`config.mk`:
```
export PLATFORM = sky130hd
export DESIGN_NAME = pacman_sfx_player
export DESIGN_NICKNAME = d
export VERILOG_FILES = /design/src/rtl/pacman_snd_pkg.sv /design/src/rtl/pacman_tone_gen.sv /design/src/rtl/pacman_sfx_player.sv
export SDC_FILE = /design/constraint.sdc
export NUM_CORES = 1
export LEC_CHECK = 0
export CAP_MARGIN = 20
export CORE_UTILIZATION = 50
export DETAILED_ROUTE_END_ITERATION = 10
export MAX_ROUTING_LAYER = met4
export PLACE_DENSITY = 0.75
export SKIP_CTS_REPAIR_TIMING = 1
export SLEW_MARGIN = 20
export SYNTH_ARGS = -nofsm -noshare
export SYNTH_HDL_FRONTEND = slang
export SYNTH_HIERARCHICAL = 1
export SYNTH_SLANG_ARGS = --single-unit
```
`constraint.sdc`:
```
create_clock -name clk -period 5.25 [get_ports clk]
set_input_delay 0.7875 -clock clk [delete_from_list [all_inputs] [get_ports clk]]
set_output_delay 0.7875 -clock clk [all_outputs]
set_load 0.03 [all_outputs]
```
`src/rtl/pacman_snd_pkg.sv`:
```
// rtl/pacman_snd_pkg.sv - shared types and constants for the sound ROM blocks
package pacman_snd_pkg;

  localparam int SND_ADDR_W = 7;
  localparam int SND_DATA_W = 9;

  // A ROM word of all ones marks the end of an effect table.
  localparam logic [SND_DATA_W-1:0] SND_SENTINEL = 9'd511;

  typedef enum logic [1:0] {
    ST_IDLE   = 2'd0,
    ST_FETCH1 = 2'd1,
    ST_FETCH2 = 2'd2,
    ST_PLAY   = 2'd3
  } snd_state_t;

endpackage

```
`src/rtl/pacman_tone_gen.sv`:
```
// rtl/pacman_tone_gen.sv - half-period counter driving a square-wave tone
// A zero half_period while enabled silences the output (rest / stop).
module pacman_tone_gen #(
  parameter int HP_W = 15
) (
  input  logic            clk,
  input  logic            rst,
  input  logic            clear,
  input  logic            enable,
  input  logic [HP_W-1:0] half_period,
  output logic            tone
);

  logic [HP_W-1:0] cnt;
  logic            silent;
  logic            wrap;

  assign silent = (half_period == '0);
  assign wrap   = (cnt == half_period - HP_W'(1));

  always_ff @(posedge clk) begin
    if (rst) begin
      cnt  <= '0;
      tone <= 1'b0;
    end else begin
      if (clear || (enable && silent)) begin
        cnt <= '0;
      end else if (enable) begin
        cnt <= wrap ? '0 : cnt + HP_W'(1);
      end

      // Tone level is not touched by clear, so phase carries across entries.
      if (enable && silent) begin
        tone <= 1'b0;
      end else if (enable && !clear && wrap) begin
        tone <= ~tone;
      end
    end
  end

endmodule

```
`src/rtl/pacman_sfx_player.sv`:
```
// rtl/pacman_sfx_player.sv - sound-effect ROM sequencer and tone player
// Optional macro SFX_RETRIGGER_EN: start while busy restarts playback from address 0.
module pacman_sfx_player
  import pacman_snd_pkg::*;
#(
  parameter int ADDR_W      = SND_ADDR_W,
  parameter int DATA_W      = SND_DATA_W,
  parameter int LAST_ADDR   = 122,
  parameter int STEP_CYCLES = 200000,
  parameter int TONE_SCALE  = 64
) (
  input  logic              clk,
  input  logic              rst,
  input  logic              start,
  output logic [ADDR_W-1:0] rom_addr,
  input  logic [DATA_W-1:0] rom_data,
  output logic              tone,
  output logic              busy,
  output logic              done
);

  localparam int STEP_W = (STEP_CYCLES > 1) ? $clog2(STEP_CYCLES) : 1;
  localparam int HP_W   = DATA_W + $clog2(TONE_SCALE);

  snd_state_t        state;
  snd_state_t        state_nxt;
  logic [DATA_W-1:0] period;
  logic [STEP_W-1:0] step_cnt;
  logic [HP_W-1:0]   half_period;

  logic is_sentinel;
  logic step_end;
  logic at_last;
  logic accept;
  logic retrig;

  logic load_start;
  logic capture;
  logic finish;
  logic advance;
  logic tg_clear;
  logic tg_enable;
  logic tg_silence;

  assign is_sentinel = (rom_data == DATA_W'(SND_SENTINEL));
  assign step_end    = (step_cnt == STEP_W'(STEP_CYCLES - 1));
  assign at_last     = (rom_addr == ADDR_W'(LAST_ADDR));
  // A start coinciding with the done pulse is dropped; it must be reissued.
  assign accept      = (state == ST_IDLE) && start && !done;

`ifdef SFX_RETRIGGER_EN
  assign retrig = start && (state != ST_IDLE);
`else
  assign retrig = 1'b0;
`endif

  always_ff @(posedge clk) begin
    if (rst) begin
      state <= ST_IDLE;
    end else begin
      state <= state_nxt;
    end
  end

  always_comb begin
    state_nxt = state;
    case (state)
      ST_IDLE:   if (accept) state_nxt = ST_FETCH1;
      ST_FETCH1: state_nxt = ST_FETCH2;
      ST_FETCH2: state_nxt = is_sentinel ? ST_IDLE : ST_PLAY;
      ST_PLAY:   if (step_end) state_nxt = at_last ? ST_IDLE : ST_FETCH1;
      default:   state_nxt = ST_IDLE;
    endcase
    if (retrig) state_nxt = ST_FETCH1;
  end

  always_comb begin
    load_start = accept || retrig;
    capture    = 1'b0;
    finish     = 1'b0;
    advance    = 1'b0;
    tg_clear   = retrig;
    tg_enable  = retrig;
    tg_silence = retrig;
    if (!retrig) begin
      case (state)
        ST_FETCH2: begin
          capture    = 1'b1;
          finish     = is_sentinel;
          tg_clear   = !is_sentinel;
          tg_enable  = is_sentinel;
          tg_silence = is_sentinel;
        end
        ST_PLAY: begin
          finish     = step_end && at_last;
          advance    = step_end && !at_last;
          tg_enable  = 1'b1;
          tg_silence = step_end && at_last;
        end
        default: ;
      endcase
    end
  end

  // Forcing a zero half-period is how stop and retrigger drive tone low.
  assign half_period = tg_silence ? '0 : HP_W'(period) * HP_W'(TONE_SCALE);

  always_ff @(posedge clk) begin
    if (rst) begin
      rom_addr <= '0;
      busy     <= 1'b0;
      done     <= 1'b0;
      period   <= '0;
      step_cnt <= '0;
    end else begin
      done <= finish;
      if (load_start) begin
        rom_addr <= '0;
        busy     <= 1'b1;
      end else if (advance) begin
        rom_addr <= rom_addr + ADDR_W'(1);
      end
      if (finish) busy <= 1'b0;
      if (capture) period <= rom_data;
      if (tg_clear) begin
        step_cnt <= '0;
      end else if (state == ST_PLAY) begin
        step_cnt <= step_cnt + STEP_W'(1);
      end
    end
  end

  pacman_tone_gen #(
    .HP_W(HP_W)
  ) u_tone_gen (
    .clk        (clk),
    .rst        (rst),
    .clear      (tg_clear),
    .enable     (tg_enable),
    .half_period(half_period),
    .tone       (tone)
  );

endmodule

```
==> results of run 1 <==
## power breakdown
group | leakage, nW | internal (W) | total, W | switching, W
Sequential | 0.436 | 0.000416 | 0.000424 | 0.00000807
Combinational | 0.686 | 0.0000376 | 0.0000893 | 0.0000517
Clock | 0.0563 | 0.000145 | 0.000294 | 0.000148
Total | 1.18 | 0.000599 | 0.000807 | 0.000208
## logic make-up (layout without fill, tap and decap cells)
group	count (synthesis)	in the layout
xor+xnor	44	44
other cells	1	24
simple gates	193	193
mux	4	4
compound gates	50	50
buf+inv	32	46
fa+ha+maj	5	5
flops	54	54
## per-layer routing
metal / part of all wire / vias to the layer above / GRT usage
met5: 0 / - / -
met1: 0.50 / 1266 / 0.293
met3: 0.047 / 9 / 0.0371
met2: 0.44 / 62 / 0.334
met4: 0.013 / 0 / 0.0643
li1: - / 1399 / -
## state kept, by name, summed over array words and instances, names as in the netlist
register / count
step_cnt: 18
u_tone_gen/cnt: 15
period: 9
rom_addr: 7
state: 2
busy: 1
done: 1
u_tone_gen/tone: 1
## placed cells by master (no fill, tap or decap), types with 8 or more instances in the layout
cell / count
nand4_1: 12
nor2_1: 43
conb_1: 24
xnor2_1: 27
xor2_1: 17
or4_1: 8
inv_1: 16
nand3_1: 13
and3_1: 8
and2_1: 9
nor3_1: 12
a21oi_1: 22
dfxtp_1: 54
nor4_1: 10
nand2_1: 41
o31ai_1: 8
clkdlybuf4s50_1: 21
## worst max-delay path, delay by kind of cell
kind                   cells  cell delay (ns)
and+or+nand+nor            7             2.19
AOI/OAI and AO/OA          4             0.80
buffers and inverters      1             0.49
## final timing paths
path / to / slack [ns] / cells past startpoint
setup / recovery: u_tone_gen/tone / 1.21 / 12
hold / removal: period[5] / 0.46 / 2
setup reg to reg: u_tone_gen/tone / 1.37 / 10
hold reg to reg: period[5] / 0.46 / 2
## layout make-up
class | count | area, µm²
Fill cell | 528 | 2430
Multi-Input combinational cell | 320 | 1990
Timing Repair Buffer | 22 | 218
Inverter | 16 | 60.1
Clock buffer | 5 | 68.8
Tap cell | 75 | 93.8
Clock inverter | 3 | 48.8
Sequential cell | 54 | 1080
## stage by stage
stage | std cells | instance area (µm²) | setup WS, ns | total power (W)
detailed placement | 487 | 3440 | 0.913 | 0.000521
global placement | 487 | 3440 | 1.03 | 0.000520
global route | 495 | 3560 | 0.968 | 0.000838
floorplan | 406 | 3210 | 1.73 | 0.000499
finish | 495 | 3560 | 1.21 | 0.000807
CTS | 495 | 3560 | 1.24 | 0.000814
==> summary.txt, run 1 <==
Status
  – Outcome: completed

Timing
  – Tmin final: between 4 and 5 ns
  – Final Hold Slack: 0.458 ns
  – F_max: 0.248 GHz
  – Final slew viol count: 0
  – Skew final: 0.0141 ns
  – Final setup vio count: 0
  – Fin Setup TNS: 0 ns
  – Max_slew headroom: 0.531
  – Worst Tran Pin Value: 0.701 ns
  – Period utilisation layout: 0.769
  – Final Hold Fails: 0
  – Unrepaired setup endpoints after global routing: no

Critical path
  – Critical path class: input port to flop
  – CP max stage cell: clkdlybuf4s50_1
  – CP Max Fanout: 11
  – Worst setup EP type: flop
  – Arrival time worst endpoint: 4.29 ns
  – CP Launch Point: rom_data[1]
  – CP Cell Sequence: clkdlybuf4s50_1, nand4_1, nor3_1, a32oi_1, and2_1, or3_1, or3_4, nor4_2, o221a_2, o2111ai_4, or4_1, a21oi_1
  – Critical Path RT: roughly 5.5 ns
  – R2r startpoint: state[1]
  – Startpoint Class: input port
  – Slowest cell delay on critical path: 0.49 ns

Die
  – Top Ports: 22
  – # rows: 28
  – Starting density of the core: 0.522
  – Die Footprint: 6570 µm²
  – Die X-Extent: 81.1 µm
  – Core area: 5990 µm²
  – Die Ht: 81.1 µm

GRT
  – Initial antenna violation count: 0
  – Global-route total usage across every layer: 0.218
  – Number of global-route vias before repair: 2411
  – Largest net degree at the start of global routing: 19
  – Global-route wire length before repair: around 11000 µm
  – GRT overflow: 0

Synth
  – Adder-Cell Fraction of Synth Area: 0.0200
  – Synth warn: 6
  – Register area share after synthesis: 0.346
  – Number of synthesized flops with an enable pin: 0
  – Synth area leader: dfxtp_1
  – Mux contribution to synthesized area: 0.0136
  – Ys async rst share: 0
  – Commonest cells post-synth: dfxtp_1 (54), nor2_1 (43), nand2_1 (41)
  – Simple-gate portion of the synthesized area: 0.339
  – Cell Area, Synth: 3130 µm²
  – Largest cells by area after synthesis: dfxtp_1 (35%), xnor2_1 (7.6%), nor2_1 (5.2%), nand2_1 (4.9%), xor2_1 (4.8%)
  – Synth Instances: 383
  – Count leader, synth: dfxtp_1
  – Netlist cell types: about 60
  – Complex-gate fraction of the synthesized area: 0.112
  – Syn Area/Cell: 8.16 µm²
  – Flop and latch count out of synthesis: 54
  – Post-synth top area share: 0.346
  – Post-synth top flop: dfxtp_1
  – Main combinational cell family by area after synthesis: simple AND/OR/NAND/NOR gates
  – Xor/xnor share of the synthesized area: 0.123

Detailed routing
  – WL final: 6580 µm
  – Routed WL per cell: 13.3 µm
  – Post-DRT Antenna Nets: 0
  – DRC: 0
  – Via density: 5.53
  – DRC violation total after the first TritonRoute iteration: ~130
  – Routed vias: around 2700
  – DRT Pass-1 Iters: 4

Place
  – I/O Buffers: 21
  – Post-DP HPWL: 4900 µm
  – RD Place Congestion: approximately 0.9

Power and ir drop
  – Static Leak: 1.18 nW
  – Worst IR Drop VDD: 0.171 mV
  – Power per cell area: 227 nW/µm²

Job
  – Max Cap Viol: 0

Clock tree
  – Clk sinks: 54
  – Worst-skew pair later-pin latency: 0.32 ns
  – Clock root buffer: clkbuf_8
  – H-tree depth: 2
  – Reg clk slew, reported paths: ~0.1 ns
  – Maximum clock insertion buffer count: 2
  – CTS buffer count: 5
  – CTS tree: yes

Hold path
  – Startpoint of the worst hold path: period[5]
  – Worst hold path class: flop to flop

Final layout
  – Fin nets: 436
  – Fin util: 0.595
  – Layout cells sized above 1: 0.0595
  – Final antenna diode count: 0
  – Syn-to-layout area delta: 13.9%
(Power assumes the default switching activity.)
==> run 2, diff against run 1 <==
PLACE_DENSITY = 0.77   (was 0.75)
clock period = 3.66 ns   (was 5.25 ns; I/O delays follow)
==> run 2 against run 1 <==
Sequential power grew 42%. Clock-buffer cell count is the same. Die area is the same. Combinational power grew 65%.
==> summary.txt, run 2 (same netlist as run 1, synthesis figures left out) <==
Timing
  – Unrepaired setup endpoints after global routing: no
  – Final Hold Fails: 0
  – Fin Setup TNS: 0 ns
  – Final setup vio count: 0
  – Skew final: 0.0122 ns
  – Period utilisation layout: 0.954
  – F_max: 0.286 GHz
  – Max_slew headroom: 0.549
  – Final slew viol count: 0
  – Tmin final: 3.49 ns
  – Worst Tran Pin Value: 0.675 ns

Clock tree
  – H-tree depth: 2
  – Clk sinks: 54
  – CTS tree: yes
  – Maximum clock insertion buffer count: 2
  – Clock root buffer: clkbuf_8
  – CTS buffer count: 5
  – Reg clk slew, reported paths: 0.09 ns
  – Worst-skew pair later-pin latency: 0.31 ns

Final layout
  – Final antenna diode count: 0
  – Most frequent cells in the layout: dfxtp_1 (53), nor2_1 (42), nand2_1 (41)
  – Fin nets: 450
  – Layout cells sized above 1: 0.106
  – Syn-to-layout area delta: 18.0%
  – Fill count: 557
  – Fin area: 3690 µm²
  – Most flop-heavy register: step_cnt
  – Fin cells: around 510
  – Fin util: 0.616
  – Register area: 1080 µm²
  – Largest register FFs: 18
  – Commonest non-fill, non-tap cell in the layout: dfxtp_1
  – Top Registers: step_cnt x18, u_tone_gen/cnt x15, period x9
  – Area of the multi-input gates: about 2000 µm²

Power and ir drop
  – Logic gate share of total power: 0.128
  – Seq pwr share: 0.525
  – Switching share of power: 0.250
  – Clock power frac: 0.348
  – Switching power: between 0.0002 and 0.0003 W
  – Cell Int Power: 0.000863 W
  – Static Leak: 1.26 nW
  – Total Power: 0.00115 W
  – Worst IR Drop VDD: 0.223 mV
  – Power per cell area: 312 nW/µm²

Die
  – Die Ht: ~81 µm
  – Starting density of the core: 0.522
  – Die Footprint: approximately 6600 µm²
  – Top Ports: 22
  – Die X-Extent: approximately 80 µm
  – # rows: 28
  – Core area: 5990 µm²

Detailed routing
  – DRC: 0
  – WL final: 6830 µm
  – DRT Pass-1 Iters: 4
  – Post-DRT Antenna Nets: 0
  – DRC violation total after the first TritonRoute iteration: about 200
  – Routed vias: 2795
  – Via density: about 5.5
  – Routed WL per cell: 13.4 µm

Critical path
  – Worst setup EP type: flop
  – Sum of buffers and inverters on the critical path: 1
  – Critical Path RT: 3.90 ns
  – Cell family with most CP delay: simple AND/OR/NAND/NOR gates
  – Startpoint Class: input port
  – Arrival time worst endpoint: 3.74 ns
  – CP max stage cell: clkdlybuf4s50_1
  – Slowest cell delay on critical path: around 0.50 ns
  – Critical path class: input port to flop
  – CP Cell Sequence: clkdlybuf4s50_1, nand4_1, nor3_2, a32oi_2, and2_1, or3_1, or3_4, nor4_2, o221a_2, o2111ai_4, or4_1, a21oi_1
  – CP Max Fanout: 6

Place
  – RD Place Congestion: 0.907
  – I/O Buffers: 21
  – Post-DP HPWL: 5110 µm
  – Dpl cells: 501
  – Cell Area, Placed: 3550 µm²

GRT
  – Largest net degree at the start of global routing: 19
  – Met2 usage: 0.355
  – GRT overflow: 0
  – Initial antenna violation count: 0
  – M3 GR Usage: 0.0360
  – Layer with the highest usage: met2
  – M1 GR Usage: 0.312
  – Global-route total usage across every layer: 0.231
  – Number of global-route vias before repair: 2504
  – Global-route wire length before repair: 11500 µm

Hold path
  – Worst hold path class: flop to flop

Job
  – Max Cap Viol: 0

Status
  – Outcome: completed
run 2: through the flow:
| stage | worst slack (ns) | hold slack (ns) |
|---|---|---|
| 2_1_floorplan | 0.209 | 0.432 |
| 3_3_place_gp | -0.0635 | 0.441 |
| 3_5_place_dp | -0.235 | 0.446 |
| 4_1_cts | 0.0861 | 0.459 |
| 5_1_grt | 0.00207 | 0.472 |
| 6_report | 0.167 | 0.456 |
run 2: power groups by stage:
stage          Sequential [W]  Clock (W)  Combinational, W
6_report             0.000604   0.000400          0.000147
5_1_grt              0.000605   0.000440          0.000162
4_1_cts              0.000604   0.000407          0.000143
3_5_place_dp         0.000618          0          0.000143
3_3_place_gp         0.000617          0          0.000139
2_1_floorplan        0.000616          0         0.0000990
run 2: cell type report:
type                            instances  area share
Tap cell                               75      0.0254
Clock buffer                            5      0.0186
Timing Repair Buffer                   36      0.0875
Sequential cell                        54       0.293
Inverter                               16      0.0163
Multi-Input combinational cell        320       0.548
Clock inverter                          2      0.0105
run 2: path summary, 6_finish.rpt:
path | start | slack [ns] | to | depth (start not counted)
worst min register to register | period[0] | 0.46 | period[0] | 2
worst max-delay path | rom_data[1] | 0.17 | u_tone_gen/tone | 12
worst max register to register | step_cnt[0] | 0.23 | u_tone_gen/tone | 12
worst min-delay path | period[0] | 0.46 | period[0] | 2
run 2: tightest hold or removal path, delay by kind of cell, from the launching register on:
| kind | cells | cell delay (ns) |
|---|---|---|
| DFF | 1 | 0.32 |
| AOI/OAI and AO/OA | 1 | 0.05 |
| and+or+nand+nor | 1 | 0.05 |
run 2: routing by layer:
| metal | part of all wire | up-vias |
|---|---|---|
| met5 | 0 | - |
| met1 | 0.49 | 1303 |
| met2 | 0.46 | 62 |
| li1 | - | 1422 |
| met3 | 0.038 | 8 |
| met4 | 0.012 | 0 |
